==> config.mk <==
export PLATFORM = sky130hd
export DESIGN_NAME = pipe_stage_buf
export DESIGN_NICKNAME = d
export VERILOG_FILES = /design/src/rtl/pipe_stage_buf.sv
export SDC_FILE = /design/constraint.sdc
export NUM_CORES = 1
export LEC_CHECK = 0
export CAP_MARGIN = 0
export CORE_MARGIN = 4
export CORE_UTILIZATION = 50
export DETAILED_ROUTE_END_ITERATION = 6
export HOLD_SLACK_MARGIN = 0.1
export PLACE_DENSITY = 0.83
export SYNTH_ARGS = -nofsm -noshare
export SYNTH_HDL_FRONTEND = slang
export SYNTH_SLANG_ARGS = --single-unit
export TNS_END_PERCENT = 10
==> constraint.sdc <==
create_clock -name clk -period 2.01 [get_ports clk]
set_clock_uncertainty 0.2 [all_clocks]
set_input_delay 0.201 -clock clk [delete_from_list [all_inputs] [get_ports clk]]
set_output_delay 0.201 -clock clk [all_outputs]
set_load 0.1 [all_outputs]
==> src/rtl/pipe_stage_buf.sv <==
// Elastic pipeline-stage register with valid/ready handshake, optional 2-entry skid buffer,
// flush with selectable stall priority and a saturating bubble counter. State changes on negedge clk.
module pipe_stage_buf #(
  parameter int              WIDTH            = 32,
  parameter logic [WIDTH-1:0] RESET_VAL       = '0,
  parameter int              SKID             = 1,
  parameter int              FLUSH_WINS_STALL = 0,
  parameter int              CNT_W            = 16
) (
  input  logic             clk,
  input  logic             reset,
  input  logic             in_valid,
  output logic             in_ready,
  input  logic [WIDTH-1:0] in_data,
  input  logic             flush,
  output logic             out_valid,
  input  logic             out_ready,
  output logic [WIDTH-1:0] out_data,
  output logic             out_nop,
  output logic [CNT_W-1:0] bubble_cnt
);

  typedef enum logic [1:0] {
    EMPTY = 2'd0,
    ONE   = 2'd1,
    FULL  = 2'd2
  } state_t;

  state_t           state;
  logic [WIDTH-1:0] skid_data;
  logic             accept;
  logic             emit;
  logic             flush_eff;

  // With the skid buffer, ready depends only on stored state, so the downstream stall never
  // reaches upstream combinationally; without it, ready follows out_ready directly.
  assign in_ready  = (SKID != 0) ? (state != FULL) : (out_ready | ~out_valid);
  assign accept    = in_valid & in_ready;
  assign emit      = out_valid & out_ready;
  assign flush_eff = flush & ((FLUSH_WINS_STALL != 0) | out_ready);

  always_ff @(negedge clk) begin
    if (reset || flush_eff) begin
      state     <= EMPTY;
      out_valid <= 1'b0;
      out_nop   <= 1'b1;
      out_data  <= RESET_VAL;
      skid_data <= RESET_VAL;
    end else begin
      case (state)
        EMPTY: begin
          if (accept) begin
            state     <= ONE;
            out_valid <= 1'b1;
            out_nop   <= 1'b0;
            out_data  <= in_data;
          end
        end
        // Without a skid buffer, accept in ONE implies emit, so the FULL branch is never taken.
        ONE: begin
          if (accept && emit) begin
            out_data <= in_data;
          end else if (accept) begin
            state     <= FULL;
            skid_data <= in_data;
          end else if (emit) begin
            state     <= EMPTY;
            out_valid <= 1'b0;
            out_nop   <= 1'b1;
            out_data  <= RESET_VAL;
          end
        end
        FULL: begin
          if (emit) begin
            state     <= ONE;
            out_data  <= skid_data;
            skid_data <= RESET_VAL;
          end
        end
        default: begin
          state     <= EMPTY;
          out_valid <= 1'b0;
          out_nop   <= 1'b1;
          out_data  <= RESET_VAL;
          skid_data <= RESET_VAL;
        end
      endcase
    end
  end

  // Counts edges that start with no live payload, including stalled or flushed ones.
  always_ff @(negedge clk) begin
    if (reset) begin
      bubble_cnt <= '0;
    end else if (!out_valid && (bubble_cnt != {CNT_W{1'b1}})) begin
      bubble_cnt <= bubble_cnt + {{(CNT_W-1){1'b0}}, 1'b1};
    end
  end

endmodule

Word level (Yosys, flattened, before mapping)
Index checks and enable logic that the tools add are counted.
{"block": "word_totals", "output_inout_bits": 51, "ramBits": 0, "register_bits": 84, "latch_bits": 0, "rom_bits": 0, "n_memories": 0, "in_bits": 37, "wordCells": 58}
{"block": "op_classes", "n_div": 0, "addsub": 1, "bitwise": 5, "n_eq_ne": 13, "n_shift": 0, "n_reduce_logical": 9, "mux": 24, "order_cmp": 0, "mul": 0}
{"cell": "$mux W32", "n": 6}
{"cell": "$pmux W32 S3", "n": 2}
{"cell": "$add A16 B1 Y16 const B", "n": 1}
{"cell": "$ne A16 B16 Y1 const B", "n": 1}
{"cell": "$ne A2 B2 Y1 const B", "n": 7}
{"cell": "$reduce_and A4 Y1", "n": 3}
{"cell": "$mux W2", "n": 5}
{"cell": "$ne A3 B3 Y1 const B", "n": 3}
{"cell": "$mux W1", "n": 8}
{"cell": "$pmux W1 S3", "n": 2}
{"cell": "$pmux W2 S3", "n": 1}
{"cell": "$reduce_and A5 Y1", "n": 1}
{"cell": "$and A1 B1 Y1", "n": 3}
{"cell": "$eq A2 B1 Y1 const B", "n": 1}
{"cell": "$eq A2 B2 Y1 const B", "n": 1}
{"cell": "$logic_and A1 B1 Y1", "n": 2}
{"cell": "$logic_not A2 Y1", "n": 1}
{"cell": "$not A1 Y1", "n": 2}
{"cell": "$logic_not A1 Y1", "n": 1}
{"cell": "$logic_or A1 B1 Y1", "n": 1}

Longest topological paths before layout
{"block": "depth", "depth_word": 5, "depth_mapped": 8, "mapped_depth_nobuf": 6}

==> results.txt <==
The instance count along the most critical hold path is 1, and the instance count of the mapped netlist is 429. In this run, distinct cell masters in the synthesized netlist total 58. The tools report the leakage power total as 0.00287 uW. The transition time at the pin with the least slew margin was 0.432 ns; the setup slack on the worst flop-to-flop path was -0.48 ns. The share of layout cells above drive strength 1 was 47.2%.

At the worst endpoint, the required time is 1.10 ns. Summing all multi-input logic gate instances after layout gives 2390 um^2. The final max-slew violation count was 0; the final total negative setup slack was -37.93 ns. Row generation in the floorplan step produced 31 rows. The worst slew margin relative to its limit is 71.1%, and the routability congestion estimate is 0.897. The overall die width is 95.7 um, and the average cell area after synthesis is 8.96 um^2. The tools report the placeable core area as 7370 um^2.

The tools report the count of maximum capacitance violations as 0. The first-pass GRT wire length came out at 26.8 mm. Root buffer cell: sky130_fd_sc_hd__clkbuf_8. The routed layout has 5316 vias. The run gives 0 as the count of antenna diodes in the layout. Of all nets on the critical path, the largest fanout is 14. The net count of the mapped netlist was 467. The count of nets left with antenna violations once routing finished came out at 0. For the number of warnings reported in the yosys synthesis log, the log shows 0.

Setup repair after global routing could not meet its margin everywhere. The power density over the cells came out at 816 nW/um^2. The class of the tightest hold or removal check is reg2reg. The share of async-settable or async-resettable flops after synthesis works out to 0%. The number of iterations in the first detailed-routing pass came out at 7. Layout overhead on the synthesized area: 82.4%. Summed over all layers, the routed wires come to 22.2 mm.

The final-stage net count is 682, and the buffer depth of the longest clock path is 2. For the via count of the first global-routing pass, the log shows 5066. The flow ran to the end, but the final reports show violations. Data arrives at the worst endpoint at 1.63 ns.

TritonCTS built the clock tree. The ratio of routed vias to standard cells came out at 7.12. The floorplan die area came out at 9150 um^2. In this run, post-CTS hold repair placed 0 buffers.

For the number of ports placed on the die boundary, the log shows 88. The most used flip-flop cell after synthesis is sky130_fd_sc_hd__dfxtp_1. The worst-case IR drop observed on VDD is 0.000545 V. The number of enable flip-flop cells after synthesis came out at 0. Global routing consumed, over all layers together, 38.5% of the routing resources. The worst hold path terminates at out_data[24]. The run gives 179 as the number of fillers in the final layout. Entering global routing, the biggest net connects 34 pins. Kind of end point of the critical path: a register. Once the floorplan was initialized, standard cells occupied 52.2% of the core. The height of the die was 95.7 um. The share of the yosys chip area belonging to registers was 43.8%; the post-CTS clock slew at the launch and capture registers of the worst setup and hold paths was 0.04 ns. Launching element type of the critical path: an input port. The total CTS buffers is 9.

The number of flip-flops and latches in the synthesized netlist works out to 84. The H-tree generated during clock tree synthesis spans 3 levels. Summing every instance area after synthesis gives 3840 um^2.

Count of input and output buffers: 87. In this run the critical register-to-register path is launched from state[1]. The post-DP HPWL came out at 7.59 mm.

For the global route total overflow, the log shows 0. The DRC violation total after the first TritonRoute iteration was 863. The worst hold path begins at out_data[24]. Cells fill 95.1% of the core in the end.

For this design, the sink count on the clock tree is 84. The final reports fail on design-rule violations, negative setup slack. The tools report the endpoint of the worst-slack reg-to-reg timing path as out_data[30].

The critical path in this run is classified as in2reg. Setup violations remaining at the end of the flow were counted as 127. The tools report the total count of hold-check failures in the final report as 0. The cell depth of the worst flop-to-flop path is 8, and the area of all sequential standard cells is 1810 um^2. For the post-route worst setup slack, the log shows -0.529 ns.

For the clock latency reported for the late side of the worst-skew pair, the log shows 0.47 ns. The final routed wire length divided by cell count was 29.7 um; the initial antenna violation count was 0. For the post-route DRC violation count, the log shows 1.
worst max path at each step:
stage	slack, ns	start	to	cells after the start
floorplan	-0.44	in_valid	out_data[0]	6
global placement	-1.00	out_ready	out_data[17]	5
detailed placement	-1.10	in_valid	skid_data[9]	7
CTS	-0.42	state[0]	in_ready	2
global route	-0.54	out_ready	out_data[30]	8
finish	-0.53	out_ready	out_data[30]	8
per-layer routing:
layer  global-route usage, %  wire length [um]
met5                       0                 0
met4                    22.6              2190
met3                    13.9              3260
met2                    60.7              9610
met1                    44.7              7110
critical path: stages:
cell and delay [ns]:
sky130_fd_sc_hd__buf_8 0.12, sky130_fd_sc_hd__and2_4 0.18, sky130_fd_sc_hd__buf_12 0.14, sky130_fd_sc_hd__buf_12 0.15
sky130_fd_sc_hd__a32oi_1 0.31, sky130_fd_sc_hd__nor2_1 0.19, sky130_fd_sc_hd__a21oi_1 0.21, sky130_fd_sc_hd__o2bb2ai_1 0.12
cell usage in the layout (no fill, tap or decap), types with 7 or more instances in the layout:
cell type / synthesis / final
sky130_fd_sc_hd__dfxtp_2: 0 / 25
sky130_fd_sc_hd__nor2_2: 1 / 13
sky130_fd_sc_hd__buf_6: 9 / 11
sky130_fd_sc_hd__and3_4: 1 / 11
sky130_fd_sc_hd__a22oi_1: 20 / 10
sky130_fd_sc_hd__a221o_1: 20 / 20
sky130_fd_sc_hd__a22oi_2: 0 / 10
sky130_fd_sc_hd__nand3_2: 3 / 9
sky130_fd_sc_hd__buf_12: 0 / 60
sky130_fd_sc_hd__buf_4: 3 / 47
sky130_fd_sc_hd__clkdlybuf4s50_1: 0 / 32
sky130_fd_sc_hd__a32oi_1: 12 / 7
sky130_fd_sc_hd__nand3_1: 24 / 15
sky130_fd_sc_hd__dfxtp_1: 84 / 32
sky130_fd_sc_hd__xor2_1: 11 / 11
sky130_fd_sc_hd__o2bb2ai_1: 12 / 12
sky130_fd_sc_hd__nand2_1: 25 / 17
sky130_fd_sc_hd__nor2_1: 63 / 50
sky130_fd_sc_hd__a21oi_2: 1 / 25
sky130_fd_sc_hd__inv_1: 3 / 87
sky130_fd_sc_hd__dfxtp_4: 0 / 27
sky130_fd_sc_hd__clkbuf_8: 0 / 9
sky130_fd_sc_hd__a21oi_1: 47 / 21
power breakdown:
group / switching (uW) / total, uW / internal, uW / leakage, uW
logic: 897 / 1470 / 576 / 0.00160
registers: 95.0 / 1820 / 1720 / 0.000712
clock network: 1510 / 2430 / 919 / 0.000554
total: 2510 / 5720 / 3220 / 0.00287
through the flow:
stage,total power [uW],hold slack (ns),instance area [um^2],setup slack [ns],cells
4_1_cts,5190,0.249,6660,-0.423,741
3_5_place_dp,3250,0.244,5600,-1.10,627
3_3_place_gp,3220,0.238,5600,-1.00,627
2_1_floorplan,2760,0.232,3920,-0.443,429
6_report,5720,0.293,7010,-0.529,747
5_1_grt,5860,0.302,7010,-0.535,747
final cells by class:
cell class / instances / share of cell area, %
Clock buffer: 9 / 1.77
Clock inverter: 90 / 5.73
Inverter: 3 / 0.161
Multi-Input combinational cell: 303 / 34.1
Sequential cell: 84 / 25.9
Tap cell: 99 / 1.77
Timing Repair Buffer: 159 / 30.6
kinds of logic (layout without fill, tap and decap cells):
| logic type | count (synthesis) | after routing | synth area share [%] |
|---|---|---|---|
| fa+ha+maj | 1 | 1 | 0.325 |
| simple gates | 157 | 158 | 20.8 |
| mux | 1 | 1 | 0.260 |
| xor+xnor | 12 | 12 | 2.73 |
| compound gates | 131 | 131 | 25.6 |
| flops | 84 | 84 | 43.7 |
| buf+inv | 43 | 261 | 6.58 |
synth_stat cells, types with 2 or more instances:
cell type,number,area (um^2)
sky130_fd_sc_hd__nand2b_1,2,12.5
sky130_fd_sc_hd__a22oi_1,20,150
sky130_fd_sc_hd__and3_2,2,15.0
sky130_fd_sc_hd__nor2_1,63,236
sky130_fd_sc_hd__nor2b_1,3,18.8
sky130_fd_sc_hd__xor2_1,11,96.3
sky130_fd_sc_hd__buf_6,9,101
sky130_fd_sc_hd__nand4_1,3,18.8
sky130_fd_sc_hd__o2bb2ai_1,12,105
sky130_fd_sc_hd__nor3b_1,2,15.0
sky130_fd_sc_hd__a32oi_1,12,105
sky130_fd_sc_hd__a221o_1,20,200
sky130_fd_sc_hd__nand2_1,25,93.8
sky130_fd_sc_hd__and3_1,13,81.3
sky130_fd_sc_hd__or3_1,2,12.5
sky130_fd_sc_hd__o22a_1,2,17.5
sky130_fd_sc_hd__clkbuf_1,16,60.1
sky130_fd_sc_hd__inv_1,3,11.3
sky130_fd_sc_hd__dfxtp_1,84,1680
sky130_fd_sc_hd__buf_4,3,22.5
sky130_fd_sc_hd__o21ai_1,2,10.0
sky130_fd_sc_hd__buf_2,10,50.1
sky130_fd_sc_hd__o211ai_2,3,37.5
sky130_fd_sc_hd__a21oi_1,47,235
sky130_fd_sc_hd__nand3_1,24,120
sky130_fd_sc_hd__and2_4,2,17.5
sky130_fd_sc_hd__nand3_2,3,30.0
registers in the layout, indices dropped and copies added (netlist names):
name,count
out_valid,1
bubble_cnt,16
state,2
out_data,32
out_nop,1
skid_data,32
timing repair:
item	CTS	global route
pin swaps	23	24
cloned	6	0
resized for setup	128	83
buffers inserted	10	9
setup endpoints to repair	119	124
Power figures use the tool's default switching activity.
